`src/rtl/sha256_pkg.sv`:
```
// Shared constants, FSM state type and sigma functions for the SHA-256 message schedule.
package sha256_pkg;

  localparam int unsigned WORD_W    = 32;
  localparam int unsigned ROUNDS    = 64;
  localparam int unsigned T_W       = 6;
  localparam int unsigned WIN_DEPTH = 16;

  typedef enum logic {
    IDLE = 1'b0,
    RUN  = 1'b1
  } sched_state_e;

  function automatic logic [31:0] rotr(input logic [31:0] x, input int unsigned n);
    return (x >> n) | (x << (32 - n));
  endfunction

  function automatic logic [31:0] sigma0(input logic [31:0] x);
    return rotr(x, 7) ^ rotr(x, 18) ^ (x >> 3);
  endfunction

  function automatic logic [31:0] sigma1(input logic [31:0] x);
    return rotr(x, 17) ^ rotr(x, 19) ^ (x >> 10);
  endfunction

endpackage

```
`src/rtl/cla_add32.sv`:
```
// 32-bit carry-look-ahead adder: 4-bit lookahead groups with group generate/propagate chaining.
module cla_add32 (
  input  logic [31:0] i_a,
  input  logic [31:0] i_b,
  input  logic        i_carry,
  output logic [31:0] o_sum,
  output logic        o_carry
);

  logic [31:0] g;
  logic [31:0] p;
  logic [32:0] c;
  logic [7:0]  bg;
  logic [7:0]  bp;
  logic [8:0]  bc;

  always_comb begin
    g  = i_a & i_b;
    p  = i_a ^ i_b;
    c  = '0;
    bg = '0;
    bp = '0;
    bc = '0;
    bc[0] = i_carry;
    for (int b = 0; b < 8; b++) begin
      bg[b] = g[4*b+3]
            | (p[4*b+3] & g[4*b+2])
            | (p[4*b+3] & p[4*b+2] & g[4*b+1])
            | (p[4*b+3] & p[4*b+2] & p[4*b+1] & g[4*b]);
      bp[b] = &p[4*b +: 4];
      c[4*b]   = bc[b];
      c[4*b+1] = g[4*b] | (p[4*b] & bc[b]);
      c[4*b+2] = g[4*b+1] | (p[4*b+1] & g[4*b])
               | (p[4*b+1] & p[4*b] & bc[b]);
      c[4*b+3] = g[4*b+2] | (p[4*b+2] & g[4*b+1])
               | (p[4*b+2] & p[4*b+1] & g[4*b])
               | (p[4*b+2] & p[4*b+1] & p[4*b] & bc[b]);
      bc[b+1]  = bg[b] | (bp[b] & bc[b]);
    end
    c[32]   = bc[8];
    o_sum   = p ^ c[31:0];
    o_carry = c[32];
  end

endmodule

```
`src/rtl/sha256_sched_add4.sv`:
```
// Four-operand mod-2^32 adder: three chained CLA adders, carries dropped.
module sha256_sched_add4 (
  input  logic [31:0] i_a,
  input  logic [31:0] i_b,
  input  logic [31:0] i_c,
  input  logic [31:0] i_d,
  output logic [31:0] o_sum
);

  logic [31:0] sum_ab;
  logic [31:0] sum_abc;
  logic [2:0]  carry_unused;

  cla_add32 u_add_ab (
    .i_a     (i_a),
    .i_b     (i_b),
    .i_carry (1'b0),
    .o_sum   (sum_ab),
    .o_carry (carry_unused[0])
  );

  cla_add32 u_add_abc (
    .i_a     (sum_ab),
    .i_b     (i_c),
    .i_carry (1'b0),
    .o_sum   (sum_abc),
    .o_carry (carry_unused[1])
  );

  cla_add32 u_add_abcd (
    .i_a     (sum_abc),
    .i_b     (i_d),
    .i_carry (1'b0),
    .o_sum   (o_sum),
    .o_carry (carry_unused[2])
  );

endmodule

```
`src/rtl/sha256_msg_schedule.sv`:
```
// SHA-256 message schedule: loads a 512-bit block and streams W[0..63] over a valid/ready handshake.
// Optional i_abort input enabled by defining SHA256_SCHED_ABORT_EN.
module sha256_msg_schedule #(
  parameter int unsigned WORD_W = 32,
  parameter int unsigned ROUNDS = 64
) (
  input  logic                 i_clk,
  input  logic                 i_rst,
`ifdef SHA256_SCHED_ABORT_EN
  input  logic                 i_abort,
`endif
  input  logic                 i_load_valid,
  output logic                 o_load_ready,
  input  logic [16*WORD_W-1:0] i_block,
  output logic                 o_w_valid,
  input  logic                 i_w_ready,
  output logic [WORD_W-1:0]    o_w,
  output logic [5:0]           o_t,
  output logic                 o_done
);

  import sha256_pkg::*;

  sched_state_e       state_q, state_d;
  logic [WORD_W-1:0]  win_q [WIN_DEPTH];
  logic [WORD_W-1:0]  win_d [WIN_DEPTH];
  logic [T_W-1:0]     t_q, t_d;
  logic               valid_q, valid_d;
  logic               ready_q, ready_d;
  logic               done_q, done_d;

  logic [WORD_W-1:0]  s0_c;
  logic [WORD_W-1:0]  s1_c;
  logic [WORD_W-1:0]  next_w_c;
  logic               load_c;
  logic               accept_c;
  logic               abort_c;

  assign s0_c = sigma0(win_q[1]);
  assign s1_c = sigma1(win_q[14]);

  // Next window tail: sigma1(W[t+14]) + W[t+9] + sigma0(W[t+1]) + W[t].
  sha256_sched_add4 u_add4 (
    .i_a   (s1_c),
    .i_b   (win_q[9]),
    .i_c   (s0_c),
    .i_d   (win_q[0]),
    .o_sum (next_w_c)
  );

`ifdef SHA256_SCHED_ABORT_EN
  assign abort_c = i_abort & (state_q == RUN);
`else
  assign abort_c = 1'b0;
`endif

  assign load_c   = i_load_valid & ready_q;
  assign accept_c = valid_q & i_w_ready;

  always_comb begin
    state_d = state_q;
    win_d   = win_q;
    t_d     = t_q;
    valid_d = valid_q;
    ready_d = ready_q;
    done_d  = 1'b0;
    case (state_q)
      IDLE: begin
        if (load_c) begin
          for (int i = 0; i < WIN_DEPTH; i++) begin
            win_d[i] = i_block[(WIN_DEPTH-1-i)*WORD_W +: WORD_W];
          end
          t_d     = '0;
          state_d = RUN;
          valid_d = 1'b1;
          ready_d = 1'b0;
        end
      end
      RUN: begin
        if (abort_c) begin
          t_d     = '0;
          state_d = IDLE;
          valid_d = 1'b0;
          ready_d = 1'b1;
        end else if (accept_c) begin
          for (int i = 0; i < WIN_DEPTH - 1; i++) begin
            win_d[i] = win_q[i+1];
          end
          win_d[WIN_DEPTH-1] = next_w_c;
          t_d = t_q + T_W'(1);
          // Last word taken: t wraps to 0 on its own.
          if (t_q == T_W'(ROUNDS - 1)) begin
            state_d = IDLE;
            valid_d = 1'b0;
            ready_d = 1'b1;
            done_d  = 1'b1;
          end
        end
      end
      default: begin
        state_d = IDLE;
        valid_d = 1'b0;
        ready_d = 1'b1;
      end
    endcase
  end

  always_ff @(posedge i_clk) begin
    if (i_rst) begin
      state_q <= IDLE;
      for (int i = 0; i < WIN_DEPTH; i++) begin
        win_q[i] <= '0;
      end
      t_q     <= '0;
      valid_q <= 1'b0;
      ready_q <= 1'b1;
      done_q  <= 1'b0;
    end else begin
      state_q <= state_d;
      win_q   <= win_d;
      t_q     <= t_d;
      valid_q <= valid_d;
      ready_q <= ready_d;
      done_q  <= done_d;
    end
  end

  assign o_load_ready = ready_q;
  assign o_w_valid    = valid_q;
  assign o_w          = win_q[0];
  assign o_t          = t_q;
  assign o_done       = done_q;

endmodule
```
`config.mk`:
```
export PLATFORM = sky130hd
export DESIGN_NAME = sha256_msg_schedule
export DESIGN_NICKNAME = d
export VERILOG_FILES = /design/src/rtl/sha256_pkg.sv /design/src/rtl/cla_add32.sv /design/src/rtl/sha256_sched_add4.sv /design/src/rtl/sha256_msg_schedule.sv
export SDC_FILE = /design/constraint.sdc
export NUM_CORES = 1
export LEC_CHECK = 0
export CORE_MARGIN = 10
export CORE_UTILIZATION = 55
export CTS_BUF_LIST = sky130_fd_sc_hd__clkbuf_2 sky130_fd_sc_hd__clkbuf_4 sky130_fd_sc_hd__clkbuf_8
export DETAILED_ROUTE_END_ITERATION = 7
export GPL_ROUTABILITY_DRIVEN = 0
export GPL_TIMING_DRIVEN = 1
export PLACE_DENSITY = 0.84
export SLEW_MARGIN = 15
export SYNTH_ARGS = -nofsm -noshare
export SYNTH_HDL_FRONTEND = slang
export SYNTH_SLANG_ARGS = --single-unit
```
`constraint.sdc`:
```
create_clock -name i_clk -period 11.9 [get_ports i_clk]
set_clock_uncertainty 0.2 [all_clocks]
set_input_delay 1.785 -clock i_clk [delete_from_list [all_inputs] [get_ports i_clk]]
set_output_delay 1.785 -clock i_clk [all_outputs]
set_load 0.02 [all_outputs]
```
# Yosys cells after proc, flatten, opt, wreduce, memory -nomap -nowiden

Cells that the tools add are included.

$lt $le $gt $ge: 0
Reduce and logical (&&, ||, !) cells: 21
Mux-type cells: 19
Multipliers: 0
Shift operators: 0
Bitwise logic cells: 561
Equal/unequal tests: 4
Div/mod/pow operators: 0
Add/sub/neg operators: 1

Operator list:

| operator            | count |
|---|---|
| $mux 512            | 2 |
| $pmux 512 s2        | 1 |
| $and 1x1->1         | 326 |
| $xor 32x32->32      | 8 |
| $or 1x1->1          | 216 |
| $and 31x31->31      | 3 |
| $reduce_and 4->1    | 18 |
| $or 13x32->32       | 1 |
| $or 14x32->32       | 1 |
| $or 15x32->32       | 1 |
| $or 25x32->32       | 1 |
| $xor 32x22->32      | 1 |
| $xor 32x29->32      | 1 |
| $mux 6              | 2 |
| $pmux 6 s2          | 1 |
| $mux 1              | 10 |
| $add 6x1->6 const B | 1 |
| $eq 6x6->1 const B  | 1 |
| $pmux 1 s2          | 3 |
| $ne 2x1->1 const B  | 2 |
| $reduce_and 3->1    | 1 |
| $reduce_or 3->1     | 1 |
| $ne 2x2->1 const B  | 1 |
| $not 1->1           | 2 |
| $reduce_and 2->1    | 1 |

Bits of input ports: 516
Bits in registers: 522
RAM bits: 0
Memories kept: 0
Logic and storage cells: 627
Output and inout bits: 41
Bits in latches: 0
Memory bits (read-only): 0

# Longest topological paths before layout

Gate-level depths: netlist of run 1.

Depth in word-level cells: 65
Mapped depth: 36
Depth with buffers taken out: 35

# Hierarchy

Synthesis of run 1 repeated with hierarchy kept, for this count alone.

Cells, all modules: 3,071
Area total of the unflattened synthesis: 29,762.3 um^2

Modules (own cells, without submodules):

| module                            | area an instance (um^2) | instances | cells an instance | sequential area each (um^2) |
|---|---|---|---|---|
| sha256_msg_schedule               | 25,695.9                | 1         | 2,580             | 10,450.0 |
| cla_add32 at u_add4.u_add_abc ... | 1,335.0                 | 2         | 159               | 0.0 |
| cla_add32 at u_add4.u_add_ab      | 1,392.6                 | 1         | 172               | 0.0 |
| sha256_sched_add4                 | 3.8                     | 1         | 1                 | 0.0 |

# Least setup slack after synthesis of run 1

No wires, ideal clock.

Path type: register to register
From: register win_q[52] (netlist name)
To: register win_q[29] (netlist name)
Arrival: 6,956 ps
Data required time: 11,614 ps
Stages on the path, launching flop included: 37
Buffers on the path: 1
Path slack: 4,658 ps
Setup time: 86 ps
Period minus slack after synthesis: 7,242 ps
Path through: dfxtp_1 > clkbuf_1 > xnor2_1 > xnor2_1 > ha_1 > a211oi_1 > o21ai_1 > and3_1 > nor2_1 > nor2b_1 > nor2_1 > fa_1 > inv_1 > ha_1 > nand4_1 > nor2b_1 > or3_1 > a21o_1 > a21oi_1 > nor2b_1 > o21ai_0 > nand2b_1 > fa_1 > xor2_1 > ha_1 > o21ai_0 > o21bai_1 > a21oi_1 > or2_2 > o211ai_2 > nor2b_1 > a21oi_1 > fa_1 > xor2_1 > nor2_1 > a21oi_1 > a211oi_1

Word-level cells in the longest chain between the ends: 39
Elaborated cells on any way between the ends: 344
Classes of those cells: 2 x mux; 329 x bitwise; 13 x reduce/logical

RTL lines:

| what                                             | line                                              | RTL |
|---|---|---|
| start: declaration                               | sha256_msg_schedule.sv:25                         | `logic [WORD_W-1:0] win_q [WIN_DEPTH];` |
| start signal: assignment                         | sha256_msg_schedule.sv:120                        | `win_q <= win_d;` |
| $or 15x32->32                                    | sha256_pkg.sv:15                                  | `return (x >> n) \| (x << (32 - n));` |
| $xor 32x32->32                                   | sha256_pkg.sv:23                                  | `return rotr(x, 17) ^ rotr(x, 19) ^ (x >> 10);` |
| $xor 32x22->32 *                                 | sha256_pkg.sv:23                                  |  |
| $xor 32x32->32                                   | cla_add32.sv:19                                   | `p = i_a ^ i_b;` |
| $and 1x1->1, on equally long branches            | cla_add32.sv:27, cla_add32.sv:28, cla_add32.sv:29 |  |
| $or 1x1->1 (tied with other cells)               | cla_add32.sv:27                                   | `\| (p[4*b+3] & g[4*b+2])` |
| $or 1x1->1 / $and 1x1->1 (equally long branches) | cla_add32.sv:28, cla_add32.sv:29                  |  |
| $or 1x1->1                                       | cla_add32.sv:29                                   | `\| (p[4*b+3] & p[4*b+2] & p[4*b+1] & g[4*b]);` |
| [23 not listed]                                  | --                                                |  |
| $or 1x1->1 (tied with other cells)               | cla_add32.sv:28                                   | `\| (p[4*b+3] & p[4*b+2] & g[4*b+1])` |
| $or 1x1->1 / $and 1x1->1 (equally long branches) | cla_add32.sv:29, cla_add32.sv:38                  |  |
| $or 1x1->1                                       | cla_add32.sv:38                                   | `bc[b+1] = bg[b] \| (bp[b] & bc[b]);` |
| $and 1x1->1                                      | cla_add32.sv:32                                   | `c[4*b+1] = g[4*b] \| (p[4*b] & bc[b]);` |
| $or 1x1->1                                       | cla_add32.sv:32                                   |  |
| $xor 32x32->32 *                                 | cla_add32.sv:41                                   | `o_sum = p ^ c[31:0];` |
| $mux 512 *                                       | sha256_msg_schedule.sv:85                         | `end else if (accept_c) begin` |
| $pmux 512 s2 *                                   | sha256_msg_schedule.sv:67                         | `case (state_q)` |

Mark *: on every way between the ends. The rest lies on a longest branch, timed or not. The select of a mux whose other input is x is not followed.
A chain may end at the register's enable or synchronous reset.

# Final worst setup path of run 1

From: register win_q[50] (netlist name)
To: register win_q[29] (netlist name)

Word-level cells in the longest chain between the ends: 38
Elaborated cells on any way between the ends: 334
Classes of those cells: 2 x mux; 319 x bitwise; 13 x reduce/logical

RTL lines:

| what                                                    | line |
|---|---|
| $or 15x32->32                                           | sha256_pkg.sv:15 |
| $xor 32x32->32                                          | sha256_pkg.sv:23 |
| $xor 32x22->32 *                                        | sha256_pkg.sv:23 |
| $and 31x31->31 / $xor 32x32->32 (equally long branches) | cla_add32.sv:18, cla_add32.sv:19 |
| $and 1x1->1, on equally long branches                   | cla_add32.sv:28, cla_add32.sv:29 |
| $or 1x1->1 / $and 1x1->1 (equally long branches)        | cla_add32.sv:28, cla_add32.sv:29 |
| $or 1x1->1                                              | cla_add32.sv:29 |
| $and 1x1->1, on equally long branches                   | cla_add32.sv:38, cla_add32.sv:34, cla_add32.sv:37 |
| [22 not listed]                                         | -- |
| $or 1x1->1 (tied with other cells)                      | cla_add32.sv:28 |
| $or 1x1->1 / $and 1x1->1 (equally long branches)        | cla_add32.sv:29, cla_add32.sv:38 |
| $or 1x1->1                                              | cla_add32.sv:38 |
| $and 1x1->1                                             | cla_add32.sv:32 |
| $or 1x1->1                                              | cla_add32.sv:32 |
| $xor 32x32->32 *                                        | cla_add32.sv:41 |
| $mux 512 *                                              | sha256_msg_schedule.sv:85 |
| $pmux 512 s2 *                                          | sha256_msg_schedule.sv:67 |

Marked as above.

==> results of run 1 <==
## final timing paths
kind                            startpoint        end  slack, ns  depth (start not counted)
worst max register to register   win_q[50]  win_q[29]       3.75                         35
worst min register to register    win_q[2]   win_q[2]       0.26                          2
worst max-delay path             win_q[50]  win_q[29]       3.75                         35
worst min-delay path              win_q[2]   win_q[2]       0.26                          2
## synth_stat cells, types with 14 or more instances
| master | n | area, µm² |
|---|---|---|
| a211oi_1 | 522 | 3919 |
| a21o_1 | 15 | 112.6 |
| a21oi_1 | 58 | 290.3 |
| buf_4 | 32 | 240.2 |
| clkbuf_1 | 279 | 1047 |
| dfxtp_1 | 522 | 10450 |
| fa_1 | 24 | 480.5 |
| ha_1 | 94 | 1176 |
| inv_1 | 45 | 168.9 |
| mux2i_1 | 490 | 4905 |
| nand2_1 | 25 | 93.84 |
| nor2_1 | 573 | 2151 |
| nor2b_1 | 14 | 87.58 |
| o21ai_0 | 26 | 130.1 |
| xnor2_1 | 144 | 1261 |
| xor2_1 | 35 | 306.5 |
## area by class of cell
cell class,instances,area share [%]
well taps,672,2.407
inverters,46,0.4943
clock buffers,145,5.175
repair buffers,573,16.42
multi-input cells,2135,45.09
diodes,15,0.1074
clock inverters,16,0.3797
flip-flops and latches,522,29.92
## critical path: cells and delay by family, from the launching register on
family / cells / cell delay [ns]
flip-flops: 1 / 0.47
adder cells (fa/ha/maj): 6 / 2.04
XOR/XNOR: 5 / 0.87
AO/OA/AOI/OAI: 13 / 2.48
AND/OR/NAND/NOR: 11 / 2.04
## per-stage QoR
| stage | setup WS, ns | hold slack [ns] | instance area [µm²] |
|---|---|---|---|
| after floorplan | 4.658 | 0.2316 | 27670 |
| after global placement | 4.246 | 0.2423 | 32960 |
| after detailed placement | 3.918 | 0.2508 | 32960 |
| after CTS | 3.928 | 0.2592 | 34900 |
| after global routing | 3.318 | 0.2926 | 34930 |
| final | 3.750 | 0.2588 | 34930 |
## power by group through the flow
stage | clock [mW] | combinational [mW] | sequential, mW
5_1_grt | 1.83 | 3.07 | 2.18
3_5_place_dp | 0 | 2.74 | 2.19
3_3_place_gp | 0 | 2.60 | 2.18
2_1_floorplan | 0 | 1.97 | 2.07
4_1_cts | 1.76 | 2.77 | 2.16
6_report | 1.74 | 2.84 | 2.17
## registers in the layout, summed over array words and instances (netlist names)
name and count:
win_q 480, o_w 32, o_t 6, o_done 1, o_load_ready 1, o_w_valid 1, state_q 1
## logic make-up after synthesis
group                    share of synthesized area [%]
AND/OR/NAND/NOR                                  9.809
XOR/XNOR                                         5.667
buffers and inverters                            5.318
AO/OA/AOI/OAI                                    17.72
adder cells (fa/ha/maj)                          5.988
flip-flops                                       37.77
multiplexers                                     17.73
## layer usage
layer / global-route usage (%) / up-vias / part of all wire (%)
met5: 0 / - / 0.12
met4: 20.80 / 16 / 6.2
met3: 9.712 / 306 / 10
met2: 51.01 / 1239 / 45
met1: 39.12 / 11580 / 39
li1: - / 11550 / -
==> flow_metrics.env, run 1 <==
export IMPL_ys_flop_type="dfxtp_1"
export IMPL_power_frac_clock_pct=25.7
export IMPL_synthCells=3017
export IMPL_clk_pin_slew_ns=0.06
export IMPL_drt_initial_drc_count=2621
export IMPL_dp_hpwl_um=78860
export IMPL_finalSetupViolations=0
export IMPL_track_usage_pct=32.77
export IMPL_slew_violations=0
export IMPL_drtPass1Iterations=6
export IMPL_p_leak_nw=13.25
export IMPL_arrival_ns=8.55
export IMPL_grt_max_degree=241
export IMPL_synth_edff_count=0
export IMPL_fin_crit_ns=8.150
export IMPL_nets=3999
export IMPL_start_util_pct=55.37
export IMPL_drc=0
export IMPL_mostFrequentLayoutCell="nor2_1"
export IMPL_place_inst=3948
export IMPL_min_path_type="reg -> reg"
export IMPL_grt_pass1_wl_um=150000
export IMPL_antenna_found_initial=22
export IMPL_htree_levels=3
export IMPL_synth_seq_cells=522
export IMPL_netSwitchingFraction_pct=38.27
export IMPL_cp_max_fo=5
export IMPL_core_um2=49970
export IMPL_fp_dieH_um=244.3
export IMPL_post_cts_buffers=0
export IMPL_synth_cell_types=55
export IMPL_cp_start_kind="flip-flop"
export IMPL_cp_required_ns=12.30
export IMPL_power_density_nw_per_um2=193.2
export IMPL_synth_avg_cell_area_um2=9.170
export IMPL_antenna_left=0
export IMPL_yosysWarningCount=0
export IMPL_slowest_stage="dfxtp_1"
export IMPL_ios=557
export IMPL_multi_input_area_um2=15750
export IMPL_dieWidth_um=244.3
export IMPL_max_stage_delay_ns=0.47
export IMPL_fin_tns_setup_ns=0
export IMPL_hold_viol=0
export IMPL_nFillCells=3756
export IMPL_dieArea_um2=59670
export IMPL_async_flop_share_pct=0
export IMPL_postCtsResizedCells=0
export IMPL_critical_path_class="reg -> reg"
export IMPL_cts_tree="done"
export IMPL_cap_violations=0
export IMPL_rsz0062_at_grt="false"
export IMPL_synth_seq_area_share_pct=37.77
export IMPL_wl_per_cell_um=24.88
export IMPL_fin_crit_sh_pct=68.48
export IMPL_most_common_layout_cells="nor2_1, clkdlybuf4s50_1, a211oi_1"
export IMPL_drive_gt1_share_pct=5.703
export IMPL_outcome="complete, no violations"
export IMPL_cp_end_kind="flip-flop"
export IMPL_worstMarginPinSlew_ns=1.228
export IMPL_portBuffers=556
export IMPL_numCtsBuffers=87
export IMPL_area_growth_pct=26.27
export IMPL_grt_ovfl_total=0
export IMPL_syn_nets=3651
export IMPL_p_sw_mw=2.583
export IMPL_clockBufferDepth=3
export IMPL_comb_power_share_pct=42.2
export IMPL_relSlewSlack_pct=18.12
export IMPL_cts_sinks=522
export IMPL_fin_util_pct=69.92
export IMPL_power_total_mw=6.749
export IMPL_cts_root_buf="clkbuf_8"
export IMPL_hold_buffers=0
export IMPL_p_int_mw=4.166
export IMPL_num_vias=24690
export IMPL_power_frac_seq_pct=32.1
export IMPL_seq_area_um2=10450
export IMPL_layout_cells_non_filler=4124
export IMPL_vdd_drop_max_mv=0.1356
export IMPL_syn_area_um2=27670
export IMPL_viasPerCell=5.986
export IMPL_grt_pass1_vias=24480
export IMPL_rows=82
export IMPL_wirelength_um=102600
export IMPL_fmax_ghz=0.1227
export IMPL_clk_latency_ns=0.69
Note: power is estimated with default switching activity, not from simulation.
==> run 2: changes to the inputs <==
Settings changed: CORE_UTILIZATION 55 to 54, PLACE_DENSITY 0.84 to 0.82.
Clock period 11.9 ns to 8.4 ns, I/O delays scaled along.
==> run 2 against run 1 <==
Net effect:
- clock power increased by 40%
- sequential share of layout area barely moved
- critical endpoint unchanged
- worst setup slack got worse by 3.4 ns
- highest routed layer unchanged
- largest power group unchanged
- combinational power up 42%
- largest cell class unchanged
- wire length increased by 0.82%
==> flow_metrics.env, run 2 (same netlist as run 1, synthesis figures left out) <==
export IMPL_outcome="complete, no violations"
export IMPL_multi_input_area_um2=15760
export IMPL_layout_cells_non_filler=4121
export IMPL_clockBufferDepth=3
export IMPL_place_area_um2=32980
export IMPL_fmax_ghz=0.1244
export IMPL_relSlewSlack_pct=21.85
export IMPL_min_path_type="reg -> reg"
export IMPL_fin_crit_sh_pct=95.71
export IMPL_antenna_left=0
export IMPL_largest_reg_flops=480
export IMPL_ios=557
export IMPL_dp_hpwl_um=79270
export IMPL_critical_path_class="reg -> reg"
export IMPL_worstMarginPinSlew_ns=1.172
export IMPL_fp_dieH_um=246.4
export IMPL_cp_start_kind="flip-flop"
export IMPL_nets=4004
export IMPL_portBuffers=556
export IMPL_fin_tns_setup_ns=0
export IMPL_cp_end_kind="flip-flop"
export IMPL_fin_area_um2=34960
export IMPL_place_inst=3951
export IMPL_viasPerCell=5.968
export IMPL_grt_pass1_vias=24330
export IMPL_nFillCells=3866
export IMPL_most_common_layout_cells="nor2_1, clkdlybuf4s50_1, a211oi_1"
export IMPL_power_density_nw_per_um2=273.2
export IMPL_numCtsBuffers=88
export IMPL_fin_crit_ns=8.040
export IMPL_clk_pin_slew_ns=0.06
export IMPL_htree_levels=3
export IMPL_drc=0
export IMPL_hold_buffers=0
export IMPL_dieWidth_um=246.4
export IMPL_mostFrequentLayoutCell="nor2_1"
export IMPL_regMostFlops="win_q"
export IMPL_power_total_mw=9.552
export IMPL_cp_required_ns=8.79
export IMPL_fin_ws_ns=0.3605
export IMPL_cts_sinks=522
export IMPL_vdd_drop_max_mv=0.1717
export IMPL_finalSetupViolations=0
export IMPL_dieArea_um2=60690
export IMPL_cp_max_fo=5
export IMPL_max_stage_delay_ns=0.47
export IMPL_area_growth_pct=26.36
export IMPL_clk_latency_ns=0.69
export IMPL_cts_tree="done"
export IMPL_cpMostUsedCell="a21oi_1"
export IMPL_drtPass1Iterations=8
export IMPL_slew_violations=0
export IMPL_track_usage_pct=32.43
export IMPL_slowest_stage="dfxtp_1"
export IMPL_wl_per_cell_um=25.10
export IMPL_start_util_pct=54.92
export IMPL_seq_area_um2=10460
export IMPL_core_um2=50380
export IMPL_rows=82
export IMPL_wirelength_um=103400
export IMPL_hold_viol=0
export IMPL_p_leak_nw=13.25
export IMPL_grt_pass1_wl_um=150200
export IMPL_antenna_found_initial=22
export IMPL_num_vias=24600
export IMPL_cap_violations=0
export IMPL_grt_max_degree=245
export IMPL_arrival_ns=8.43
export IMPL_drt_initial_drc_count=2259
export IMPL_grt_ovfl_total=0
export IMPL_cts_root_buf="clkbuf_8"
export IMPL_pre_cts_slack_ns=0.4514
export IMPL_drive_gt1_share_pct=5.855
==> run 2: cell types whose count changed in the layout (fill, tap and decap cells not counted), moves of 2 or more <==
cell | before | now
dfxtp_1 | 521 | 515
clkbuf_8 | 115 | 113
clkinv_2 | 9 | 4
dfxtp_2 | 0 | 6
inv_8 | 3 | 0
buf_4 | 14 | 16
==> run 2: worst max-delay path, delay by kind of cell, from the launching register on <==
kind | cells | cell delay [ns]
AO/OA/AOI/OAI | 11 | 2.08
buffers and inverters | 1 | 0.11
XOR/XNOR | 4 | 0.74
adder cells (fa/ha/maj) | 6 | 2.16
AND/OR/NAND/NOR | 13 | 2.18
flip-flops | 1 | 0.47
==> run 2: final cells by class <==
cell class,count,area share [%]
Multi-Input combinational cell,2135,45.09
Tap cell,672,2.405
Timing Repair Buffer,577,16.56
Clock inverter,10,0.3185
Antenna cell,16,0.1145
Clock buffer,143,5.093
Sequential cell,522,29.92
Inverter,46,0.4939
==> run 2: path summary, 6_finish.rpt <==
path / from / to / slack, ns / cells after the start
min: win_q[27] / win_q[27] / 0.29 / 2
min reg2reg: win_q[27] / win_q[27] / 0.29 / 2
max reg2reg: win_q[55] / win_q[29] / 0.36 / 35
max: win_q[55] / win_q[29] / 0.36 / 35
==> run 2: routing by layer <==
layer	GRT usage, %	wire length (µm)
met5	0	88
met4	17.41	4978
met3	9.533	10400
met2	51.53	47790
met1	39.01	40190
==> run 2: what timing repair did <==
| item | 4_1_cts | 5_1_grt |
|---|---|---|
| gates resized for setup | 0 | 9 |
| endpoints found under the setup margin | 0 | 5 |
| setup buffers | 0 | 0 |
==> run 2: metrics by stage <==
stage	utilization (%)	hold slack, ns
floorplan	-	0.2316
global placement	65.46	0.2675
detailed placement	65.46	0.2795
CTS	69.22	0.2862
global route	69.39	0.2991
finish	69.40	0.2860
==> run 2: power by group <==
group | internal [mW] | total, mW | switching, mW
clock | 1.39 | 2.44 | 1.05
combinational | 1.75 | 4.04 | 2.29
sequential | 2.76 | 3.07 | 0.309
